`config.mk`:
```
export PLATFORM = sky130hd
export DESIGN_NAME = cnn_sdiv_24s_9s_14_seq
export DESIGN_NICKNAME = d
export VERILOG_FILES = /design/src/rtl/cnn_div_pkg.sv /design/src/rtl/cnn_sdiv_step.sv /design/src/rtl/cnn_sdiv_24s_9s_14_seq.sv
export SDC_FILE = /design/constraint.sdc
export NUM_CORES = 1
export LEC_CHECK = 0
export CORE_UTILIZATION = 55
export DETAILED_ROUTE_END_ITERATION = 10
export GPL_ROUTABILITY_DRIVEN = 0
export PLACE_DENSITY = 0.77
export SYNTH_ARGS = -nofsm -noshare
export SYNTH_HDL_FRONTEND = slang
export SYNTH_SLANG_ARGS = --single-unit
export TNS_END_PERCENT = 1
```
`constraint.sdc`:
```
create_clock -name ap_clk -period 3.67 [get_ports ap_clk]
set_input_delay 0.5505 -clock ap_clk [delete_from_list [all_inputs] [get_ports ap_clk]]
set_output_delay 0.5505 -clock ap_clk [all_outputs]
set_load 0.005 [all_outputs]
```
`src/rtl/cnn_div_pkg.sv`:
```
// Shared widths, saturation limits and FSM state encoding for the CNN signed divider.
package cnn_div_pkg;
    localparam int DIVIDEND_W = 24;
    localparam int DIVISOR_W  = 9;
    localparam int QUOT_W     = 14;
    localparam int PR_W       = DIVISOR_W + 1;
    localparam int CNT_W      = $clog2(DIVIDEND_W);
    localparam int QMAX       = 8191;
    localparam int QMIN       = -8192;

    typedef enum logic [1:0] {IDLE, CALC, FIX, DONE} state_t;
endpackage

```
`src/rtl/cnn_sdiv_step.sv`:
```
// One restoring-division iteration on unsigned magnitudes.
module cnn_sdiv_step
    import cnn_div_pkg::*;
(
    input  logic [PR_W-1:0] pr_i,
    input  logic            bit_i,
    input  logic [PR_W-1:0] dvs_i,
    output logic [PR_W-1:0] pr_o,
    output logic            q_o
);
    logic [PR_W:0] sh, diff;
    logic          unused_diff;

    assign sh          = {pr_i, bit_i};
    assign diff        = sh - {1'b0, dvs_i};
    assign q_o         = (sh >= {1'b0, dvs_i});
    assign pr_o        = q_o ? diff[PR_W-1:0] : sh[PR_W-1:0];
    assign unused_diff = diff[PR_W];
endmodule

```
`src/rtl/cnn_sdiv_24s_9s_14_seq.sv`:
```
// Iterative 24s / 9s signed divider: 24 restoring steps, sign fix-up, saturation to 14s.
module cnn_sdiv_24s_9s_14_seq
    import cnn_div_pkg::*;
(
    input  logic                         ap_clk,
    input  logic                         ap_rst_n,
    input  logic                         ap_start,
    output logic                         ap_ready,
    output logic                         ap_idle,
    output logic                         ap_done,
    input  logic [DIVIDEND_W-1:0]        din0,
    input  logic [DIVISOR_W-1:0]         din1,
    output logic signed [QUOT_W-1:0]     dout,
    output logic signed [DIVISOR_W-1:0]  rem,
    output logic                         ovf,
    output logic                         dz
);
    state_t                     state_q;
    logic [CNT_W-1:0]           cnt_q;
    logic [DIVIDEND_W-1:0]      dvd_q;
    logic [PR_W-1:0]            dvs_q, pr_q, pr_n;
    logic                       s0_q, s1_q, zdiv_q, qb;
    logic signed [QUOT_W-1:0]   dout_q, dout_d;
    logic [DIVISOR_W-1:0]       rem_q, rem_d, rmag;
    logic                       ovf_q, ovf_d, dz_q;
    logic [DIVIDEND_W-1:0]      mag0;
    logic [DIVISOR_W-1:0]       mag1;
    logic                       neg, unused_pr;

    // |-2^23| and |-256| both fit their unsigned magnitude fields
    assign mag0 = din0[DIVIDEND_W-1] ? (~din0 + 1'b1) : din0;
    assign mag1 = din1[DIVISOR_W-1]  ? (~din1 + 1'b1) : din1;

    cnn_sdiv_step u_step (
        .pr_i  (pr_q),
        .bit_i (dvd_q[DIVIDEND_W-1]),
        .dvs_i (dvs_q),
        .pr_o  (pr_n),
        .q_o   (qb)
    );

    assign rmag      = pr_q[DIVISOR_W-1:0];
    assign unused_pr = pr_q[PR_W-1];
    assign neg       = (s0_q ^ s1_q) && (dvd_q != '0);

    always_comb begin
        dout_d = QUOT_W'(QMAX);
        rem_d  = '0;
        ovf_d  = 1'b0;
        if (zdiv_q) begin
            dout_d = s0_q ? QUOT_W'(QMIN) : QUOT_W'(QMAX);
        end else begin
            rem_d = s0_q ? (~rmag + 1'b1) : rmag;
            if (neg) begin
                if (dvd_q > DIVIDEND_W'(-QMIN)) begin
                    dout_d = QUOT_W'(QMIN);
                    ovf_d  = 1'b1;
                end else begin
                    dout_d = ~dvd_q[QUOT_W-1:0] + 1'b1;
                end
            end else if (dvd_q > DIVIDEND_W'(QMAX)) begin
                ovf_d = 1'b1;
            end else begin
                dout_d = dvd_q[QUOT_W-1:0];
            end
        end
    end

    // dvd_q starts as |dividend| and fills with quotient bits from the LSB
    always_ff @(posedge ap_clk or negedge ap_rst_n) begin
        if (!ap_rst_n) begin
            state_q <= IDLE;
            cnt_q   <= '0;
            dvd_q   <= '0;
            dvs_q   <= '0;
            pr_q    <= '0;
            s0_q    <= 1'b0;
            s1_q    <= 1'b0;
            zdiv_q  <= 1'b0;
            dout_q  <= '0;
            rem_q   <= '0;
            ovf_q   <= 1'b0;
            dz_q    <= 1'b0;
        end else begin
            case (state_q)
                IDLE: if (ap_start) begin
                    state_q <= CALC;
                    cnt_q   <= CNT_W'(DIVIDEND_W - 1);
                    dvd_q   <= mag0;
                    dvs_q   <= {1'b0, mag1};
                    pr_q    <= '0;
                    s0_q    <= din0[DIVIDEND_W-1];
                    s1_q    <= din1[DIVISOR_W-1];
                    zdiv_q  <= (din1 == '0);
                end
                CALC: begin
                    dvd_q <= {dvd_q[DIVIDEND_W-2:0], qb};
                    pr_q  <= pr_n;
                    if (cnt_q == '0) state_q <= FIX;
                    else             cnt_q   <= cnt_q - 1'b1;
                end
                FIX: begin
                    dout_q  <= dout_d;
                    rem_q   <= rem_d;
                    ovf_q   <= ovf_d;
                    dz_q    <= zdiv_q;
                    state_q <= DONE;
                end
                default: state_q <= IDLE;
            endcase
        end
    end

    assign ap_idle  = (state_q == IDLE);
    assign ap_ready = ap_idle & ap_start;
    assign ap_done  = (state_q == DONE);
    assign dout     = dout_q;
    assign rem      = rem_q;
    assign ovf      = ovf_q;
    assign dz       = dz_q;
endmodule

```
## Word level (Yosys, flattened, before mapping)

Index checks and enable logic that the tools add are counted.

| storage, ports and cells | value |
|---|---|
| word-level logic and storage cells | 67 |
| output and inout port bits | 28 |
| register bits | 78 |

| cells by class | value |
|---|---|
| add/subtract/negate cells | 6 |
| multiplexer cells | 24 |
| equality and inequality tests | 6 |
| magnitude comparators | 3 |
| bitwise gates (word level) | 6 |
| reductions and logical operators | 10 |

Operator list:

| kind | number |
|---|---|
| 14-bit 2-to-1 mux | 5 |
| 24-bit 2-to-1 mux | 2 |
| 24-bit one-hot mux with 2 select lines | 1 |
| 9-bit 2-to-1 mux | 3 |
| 24-bit by 1-bit adder with 24-bit output (second input constant) | 1 |
| 24-bit by 13-bit greater-than comparator with 1-bit output (second input constant) | 1 |
| 24-bit by 14-bit greater-than comparator with 1-bit output (second input constant) | 1 |
| 24-bit NOT | 1 |
| 24-bit nonzero test | 1 |
| 10-bit 2-to-1 mux | 2 |
| 10-bit one-hot mux with 2 select lines | 1 |
| 9-bit by 1-bit adder with 9-bit output (second input constant) | 2 |
| 9-bit NOT | 2 |
| 14-bit by 1-bit adder with 14-bit output (second input constant) | 1 |
| 14-bit NOT | 1 |
| 11-bit by 9-bit >= comparator with 1-bit output | 1 |
| 5-bit 2-to-1 mux | 2 |
| 5-bit one-hot mux with 2 select lines | 1 |
| 10-bit by 9-bit subtractor with 10-bit output | 1 |
| 9-bit zero test | 1 |
| 2-bit != test (second input constant) | 3 |
| 2-bit one-hot mux with 3 select lines | 1 |
| 2-bit AND reduction | 3 |
| 5-bit zero test | 1 |
| other kinds (11) | 16 |

## Depth between registers and ports, before layout

Gate-level depths: netlist of the first run.

| depth | value |
|---|---|
| word-level depth | 5 |
| gate-level depth with buffers | 9 |
| gate-level depth less buffers | 9 |

## Cells and area by module

A second synthesis of the first run with hierarchy kept.

| second synthesis, totals | value |
|---|---|
| cells, all modules | 608 |
| area, all modules | 5306.3 um2 |

By module, submodules not included:

| module | area each (um2) | cells each | sequential area each (um2) | instances |
|---|---|---|---|---|
| cnn_sdiv_24s_9s_14_seq | 4683.2 | 533 | 1951.9 | 1 |
| cnn_sdiv_step | 623.1 | 75 | 0.0 | 1 |

## Worst setup path before layout of the first run

OpenSTA, ideal clock, no wires.

| path | value |
|---|---|
| path kind | reg2reg |
| start point | register pr_q[1] |
| end point | register pr_q[3] |
| cell stages (with the launch flop) | 9 |
| path slack | 1.416 ns |
| path buffers | 1 |
| data arrival time | 2.128 ns |
| path through | dfrtp_1 > ha_1 > o21a_1 > o31a_1 > o21ai_1 > o211ai_1 > buf_2 > nor2_1 > a221o_1 |

| between the ends | value |
|---|---|
| longest elaborated chain between the ends | 3 |
| elaborated cells on any way between the ends | 4 |
| those cells by class | add/sub: 1; order compare: 1; mux: 2 |

Ends and longest elaborated chain:

| what | RTL line | RTL |
|---|---|---|
| start: declaration | cnn_sdiv_24s_9s_14_seq.sv:21 | `logic [PR_W-1:0] dvs_q, pr_q, pr_n;` |
| start signal: assignment | cnn_sdiv_24s_9s_14_seq.sv:98 | `pr_q <= pr_n;` |
| 10-bit by 9-bit subtractor with 10-bit output or 11-bit by 9-bit >= comparator with 1-bit output (tied branches) | cnn_sdiv_step.sv:15, cnn_sdiv_step.sv:16 |  |
| 10-bit 2-to-1 mux * | cnn_sdiv_step.sv:17 | `assign pr_o = q_o ? diff[PR_W-1:0] : sh[PR_W-1:0];` |
| 10-bit one-hot mux with 2 select lines * | cnn_sdiv_24s_9s_14_seq.sv:85 | `case (state_q)` |

Every way passes the cells marked *; elsewhere a longest branch is shown, timed or not.
A chain may end at the register's enable or synchronous reset.

## Worst setup path after layout of the first run

| path | value |
|---|---|
| start point | register state_q[0] |
| end point | output ap_ready |

| between the ends | value |
|---|---|
| longest elaborated chain between the ends | 2 |

Ends and longest elaborated chain:

| what | RTL line | RTL |
|---|---|---|
| start: declaration | cnn_sdiv_24s_9s_14_seq.sv:18 | `state_t state_q;` |
| start signal: assignment | cnn_sdiv_24s_9s_14_seq.sv:72 | `state_q <= IDLE;` |
| start signal: assignment | cnn_sdiv_24s_9s_14_seq.sv:87 | `state_q <= CALC;` |
| start signal: assignment | cnn_sdiv_24s_9s_14_seq.sv:99 | `if (cnt_q == '0) state_q <= FIX;` |
| 2-bit zero test | cnn_sdiv_24s_9s_14_seq.sv:114 | `assign ap_idle = (state_q == IDLE);` |
| 1-bit bitwise AND | cnn_sdiv_24s_9s_14_seq.sv:115 | `assign ap_ready = ap_idle & ap_start;` |
| end: declaration | cnn_sdiv_24s_9s_14_seq.sv:8 | `output logic ap_ready,` |

Every way passes these cells.

==> results of run 1 <==
## worst max-delay path, delay by kind of cell (launching register included)
kind	cells	cell delay, ps
adders and majority gates	1	310
buffers and inverters	4	1040
DFF	1	430
and+or+nand+nor	1	80
## path summary, 6_finish.rpt
path	start	to	slack (ps)	cells past startpoint
max	state_q[0]$_DFFE_PN0P_	ap_ready	900	6
min	ap_rst_n	rem[6]$_DFFE_PN0N_	330	1
max reg2reg	dvd_q[0]$_DFFE_PN0P_	dout[4]$_DFFE_PN0N_	1130	8
min reg2reg	ovf$_DFFE_PN0N_	ovf$_DFFE_PN0N_	480	1
max in group asynchronous	ap_rst_n	dvd_q[10]$_DFFE_PN0P_	2720	1
min in group ap_clk	ovf$_DFFE_PN0N_	ovf$_DFFE_PN0N_	480	1
## metal layers
metal / track usage [%] / vias to the layer above / share of wire, %
met5: 0 / - / 0
met3: 3.651 / 23 / 4.9
met1: 35.35 / 2145 / 46
met4: 9.091 / 0 / 1.8
met2: 42.74 / 157 / 48
li1: - / 2210 / -
## metrics by stage
| stage | power, mW | util, % | hold slack [ps] |
|---|---|---|---|
| 2_1_floorplan | 3.458 | - | 254.9 |
| 3_3_place_gp | 4.208 | 65.38 | 461.8 |
| 3_5_place_dp | 4.313 | 65.38 | 469.0 |
| 4_1_cts | 5.037 | 67.89 | 387.0 |
| 5_1_grt | 5.450 | 67.89 | 419.6 |
| 6_report | 5.053 | 67.89 | 333.7 |
## flip-flops by register name (all words and copies together) (netlist names)
signal	flops
dvd_q	24
dout	14
pr_q	10
dvs_q	9
rem	9
cnt_q	5
state_q	2
dz	1
ovf	1
s0_q	1
s1_q	1
zdiv_q	1
## logic make-up (layout without fill, tap and decap cells)
logic type                 count (synthesis)  in the layout  share of synthesized area (%)
xor gates and xnor gates                  49             49                          8.448
and+or+nand+nor                          180            180                          17.86
DFF                                       78             78                          38.42
muxes                                     15             15                          3.030
AOI/OAI and AO/OA                        182            182                          22.69
adders and majority gates                 21             21                          5.320
buffers and inverters                     55            113                          4.236
## power groups by stage
stage / combinational, mW / clock (mW) / sequential (mW)
floorplan: 1.95 / 0 / 1.51
global placement: 2.58 / 0 / 1.63
detailed placement: 2.67 / 0 / 1.65
CTS: 2.68 / 0.726 / 1.63
global route: 2.99 / 0.770 / 1.69
finish: 2.69 / 0.726 / 1.63
## cells in the final DEF, fill, tap and decap left out, types with 4 or more instances in the layout
master | synthesis | layout
dfrtp_1 | 78 | 78
nand2_1 | 65 | 65
o21ai_0 | 63 | 63
clkdlybuf4s50_1 | 0 | 62
nor2_1 | 37 | 37
a21oi_1 | 35 | 35
inv_1 | 27 | 27
xnor2_1 | 27 | 27
xor2_1 | 22 | 22
ha_1 | 20 | 20
o31ai_1 | 15 | 15
nor3_1 | 12 | 12
mux2i_1 | 12 | 11
or3_1 | 11 | 11
a22o_1 | 10 | 10
nand2b_1 | 9 | 9
o22ai_1 | 9 | 9
clkbuf_8 | 0 | 9
nand3_1 | 8 | 8
a31oi_1 | 8 | 8
buf_4 | 0 | 8
or4_1 | 7 | 7
o21a_1 | 7 | 7
nor4_1 | 5 | 5
nor2b_1 | 5 | 5
or2_2 | 4 | 4
o41ai_1 | 4 | 4
## layout make-up
class / instances / area [um^2] / share of cell area, %
multi-input combinational: 447 / 2917 / 48.55
sequential: 78 / 1952 / 32.49
timing repair buffer: 70 / 680.7 / 11.33
tap: 108 / 135.1 / 2.250
clock buffer: 9 / 123.9 / 2.062
inverter: 27 / 101.3 / 1.687
clock inverter: 7 / 97.59 / 1.625
==> flow_summary.ini, run 1 <==
[detailed_routing]
antenna_left = 0
firstDrtPassIters = 8
drc = 7
drt-initial-drc-count = 256
routedWlPerCell_um = 15.97
via_per_inst = 6.079
wl_mm = 11.92
vias = 4535

[worst_hold_path]
hp-class = in -> async

[floorplan]
rows = 34
dieArea_um2 = 9625
core_area_um2 = 8848
start_util_pct = 57.41
ios = 64
die-height_um = 98.11
fp.dieW_um = 98.11

[power]
p_seq_share_pct = 32.3
p_sw_mw = 2.165
power_frac_clock_pct = 14.4
combPwrFrac_pct = 53.3
p_int_mw = 2.888
max-vdd-ir-drop_uv = 590.2
p_leak_nw = 2.483
p_per_area_nw_per_um2 = 841.2
netSwitchingFraction_pct = 42.85

[timing]
max_freq_ghz = 0.3616
clock_skew_ps = 11.83
tightest_slew_ps = 950.8
finalWorstPathRequiredPeriod_ps = 2766
slew_viol_final = 0
tns_ps = 0
finalSetupViolCount = 0
finalHoldViolCount = 0
finalWorstSetupSlack_ps = 904.1
finalCritPeriodShare_pct = 75.36
slew_headroom_pct = 36.61
grt_setup_unrepaired = false

[status]
outcome = finished, violations left
violations = design-rule violations

[final_layout]
drive_above_1_share_pct = 6.740
stdcell_count = 746
final_nets = 690
diodes = 0
fill_cells = 734
stdcell_area_um2 = 6007
areaGrowthSynthToFinish_pct = 18.25

[run]
cap_violations = 0

[synthesis]
ys_warn_count = 0
yosysMostFrequentCell = dfrtp_1
yosysUniqueCellTypes = 60
ys_seq_area_share_pct = 38.42
synthDominantCellAreaShare_pct = 38.42
syn_area_per_cell_um2 = 8.758
syn_inst = 580
synth_edf_count = 0
synth_ff_type = dfrtp_1
synth-async-reset-ratio_pct = 100.0
syn_nets = 637
syn_area_um2 = 5080
synthDominantAreaCellType = dfrtp_1
synthTopCellsByArea = dfrtp_1 (38%), o21ai_0 (6.2%), ha_1 (4.9%)
ys_seq_elements = 78
synth_top_cells_by_count = dfrtp_1 (78), nand2_1 (65), o21ai_0 (63)

[place]
hpwl_mm = 8.908
portBuffers = 63
pre_cts_slack_ps = 716.2
placed_area_um2 = 5786
place_inst = 730

[cts]
cts_buffer_depth = 2
cts_tree = done
cts.clk_slew.worst_paths_ps = 80
numCtsBuffers = 9
ctsResizeCount = 0
cts_hold_buffers = 0
cts.sinks = 78
clock_latency_ps = 360
htreeDepth = 3
cts_root_buf = clkbuf_8
post-cts-setup-buffers = 0

[critical_path]
path_class = reg -> out
crit_fanout = 23
crit_slowest_cell = clkdlybuf4s50_1
slowest_delay_ps = 540
cp_data_required_time_ps = 3120
critPathLaunchType = flop
end_kind = primary output
crit_chain = inv_1 -> ha_1 -> nand2_1 -> buf_4 -> inv_1 -> clkdlybuf4s50_1
path_common_cell = inv_1
cp.arrival_ps = 2220

[global_routing]
grt_usage_pct = 26.03
grt_remaining_overflow = 0
grt_max_degree = 79
grt_pass1_vias = 4280
grt_pass1_wl_mm = 20.24
antenna_found_initial = 0
Note: power is estimated with default switching activity, not from simulation.
==> inputs of run 2 (changes only) <==
==> constraint.sdc (replaced) <==
create_clock -name ap_clk -period 2.65 [get_ports ap_clk]
set_input_delay 0.3975 -clock ap_clk [delete_from_list [all_inputs] [get_ports ap_clk]]
set_output_delay 0.3975 -clock ap_clk [all_outputs]
set_load 0.005 [all_outputs]
==> run 2 against run 1 <==
The flow still finishes with violations (design-rule violations); power increased by 41%; clock skew shrank 4.6 ps; wire length up 2.6%; first-iteration DRC count increased by 23%; clock power up 43%; worst hold slack worse by 180 ps; combinational power grew 43%; non-clock buffer count grew 13; register-to-register slack got worse by 990 ps; design area up 1.8%; worst setup slack worse by 770 ps; highest routed layer unchanged.
==> flow_summary.ini, run 2 (synthesis results as in run 1) <==
[final_layout]
stdcell_count = 759
diodes = 0
final_nets = 703
layout_commonest_cell = dfrtp_1
seqCellArea_um2 = 1952
drive_above_1_share_pct = 8.602
largest_register_ffs = 24
fill_cells = 729
largest_register = dvd_q
final_cell_mix = dfrtp_1 (78), nand2_1 (65), o21ai_0 (63), clkdlybuf4s50_1 (62), nor2_1 (37)
stdcell_area_um2 = 6115
areaGrowthSynthToFinish_pct = 20.37
multi_input_area_um2 = 2917

[status]
outcome = finished, violations left
violations = design-rule violations

[critical_path]
path_class = reg -> reg
cp_data_required_time_ps = 2880
r2r_start = dvd_q[1]$_DFFE_PN0P_
crit_fanout = 6
worstRegToRegCells = 8
cp.arrival_ps = 2740
end_kind = flop
critPathLaunchType = flop
r2r_slack_ps = 140
r2r-end = dout[13]$_DFFE_PN0N_

[global_routing]
met1_usage_pct = 35.06
grt_pass1_vias = 4375
grt_max_degree = 79
busiest_layer = met2
use_met3_pct = 4.868
grt_util_met2_pct = 44.69
antenna_found_initial = 0
grt_pass1_wl_mm = 20.62
grt_remaining_overflow = 0
grt_usage_pct = 26.81

[timing]
finalWorstSetupSlack_ps = 138.3
max_freq_ghz = 0.3981
finalSetupViolCount = 0
slew_viol_final = 0
hold_ws_ps = 156.5
grt_setup_unrepaired = false
clock_skew_ps = 7.207
finalWorstPathRequiredPeriod_ps = 2512
finalHoldViolCount = 0
tightest_slew_ps = 948.8
slew_headroom_pct = 36.75
finalCritPeriodShare_pct = 94.78

[power]
p_per_area_nw_per_um2 = 1166
max-vdd-ir-drop_uv = 702.4
p_leak_nw = 2.554
power_mw = 7.133

[detailed_routing]
firstDrtPassIters = 8
drt-initial-drc-count = 314
routedWlPerCell_um = 16.10
wl_mm = 12.22
antenna_left = 0
via_per_inst = 6.069
vias = 4606
drc = 7

[place]
hpwl_mm = 9.219
placed_area_um2 = 5883
pre_cts_slack_ps = -38.35
portBuffers = 63
place_inst = 743

[cts]
ctsResizeCount = 0
cts.sinks = 78
cts_root_buf = clkbuf_8
htreeDepth = 3
cts_tree = done
cts_buffer_depth = 2
numCtsBuffers = 9
cts.clk_slew.worst_paths_ps = 90
clock_latency_ps = 360

[floorplan]
ios = 64
fp.dieW_um = 98.11
start_util_pct = 57.41
die-height_um = 98.11
dieArea_um2 = 9625
rows = 34
core_area_um2 = 8848

[worst_hold_path]
hp-class = in -> async

[run]
cap_violations = 0
## run 2: cell types whose count changed in the layout (fill, tap and decap cells not counted), sizes merged
cell / previous run / this run
clkbuf: 9 / 10
clkinvlp: 2 / 1
buf: 8 / 21
## run 2: critical path, stage by stage, from the launching register on
cell     delay, ps
dfrtp_1        460
inv_1          110
ha_1           200
or3b_1         490
or4b_4         580
a21oi_1        130
a31oi_1         50
o21ai_0        240
a21oi_1        110
## run 2: layout make-up
class | count | area share (%)
Sequential cell | 78 | 31.92
Clock buffer | 10 | 2.251
Clock inverter | 6 | 1.535
Tap cell | 108 | 2.210
Timing Repair Buffer | 83 | 12.73
Multi-Input combinational cell | 447 | 47.70
Inverter | 27 | 1.657
## run 2: per-layer routing
| layer | vias to the layer above | wire [um] |
|---|---|---|
| met4 | 0 | 211 |
| li1 | 2216 | - |
| met2 | 173 | 5925 |
| met5 | - | 0 |
| met3 | 25 | 706 |
| met1 | 2192 | 5379 |
## run 2: worst max-delay path by stage
| stage | from | endpoint | slack (ps) |
|---|---|---|---|
| final | dvd_q[1]$_DFFE_PN0P_ | dout[13]$_DFFE_PN0N_ | 140 |
| after global routing | dvd_q[1]$_DFFE_PN0P_ | dout[3]$_DFFE_PN0N_ | 20 |
| after CTS | dvd_q[1]$_DFFE_PN0P_ | dout[2]$_DFFE_PN0N_ | 170 |
| after detailed placement | din0[9] | dvd_q[20]$_DFFE_PN0P_ | -40 |
| after global placement | din0[9] | dvd_q[20]$_DFFE_PN0P_ | 80 |
| after floorplan | pr_q[1]$_DFFE_PN0P_ | pr_q[3]$_DFFE_PN0P_ | 400 |
## run 2: per-stage QoR
step | TNS (ps) | util (%)
5_1_grt | 0 | 69.10
3_3_place_gp | 0 | 66.49
4_1_cts | 0 | 69.10
6_report | 0 | 69.10
3_5_place_dp | -38.35 | 66.49
2_1_floorplan | 0 | -
## run 2: what timing repair did
action	4_1_cts	5_1_grt
setup endpoints to repair	0	2
hold buffers	0	0
setup buffers	0	0
## run 2: report_power, final
group          internal, mW  total, mW  switching [mW]
Sequential             1.71       2.25           0.548
Combinational          1.82       3.84            2.02
Clock                 0.563       1.04           0.475
Total                  4.09       7.13            3.04
==> inputs of run 3 (changes only) <==
--- a/config.mk
+++ b/config.mk
@@ -5,10 +5,12 @@
 export SDC_FILE = /design/constraint.sdc
 export NUM_CORES = 1
 export LEC_CHECK = 0
+export CAP_MARGIN = 10
 export CORE_UTILIZATION = 55
 export DETAILED_ROUTE_END_ITERATION = 10
 export GPL_ROUTABILITY_DRIVEN = 0
 export PLACE_DENSITY = 0.77
+export SKIP_CTS_REPAIR_TIMING = 1
 export SYNTH_ARGS = -nofsm -noshare
 export SYNTH_HDL_FRONTEND = slang
 export SYNTH_SLANG_ARGS = --single-unit
==> results of run 3 <==
No change in the layout: final DEF, timing and power equal those of run 2.
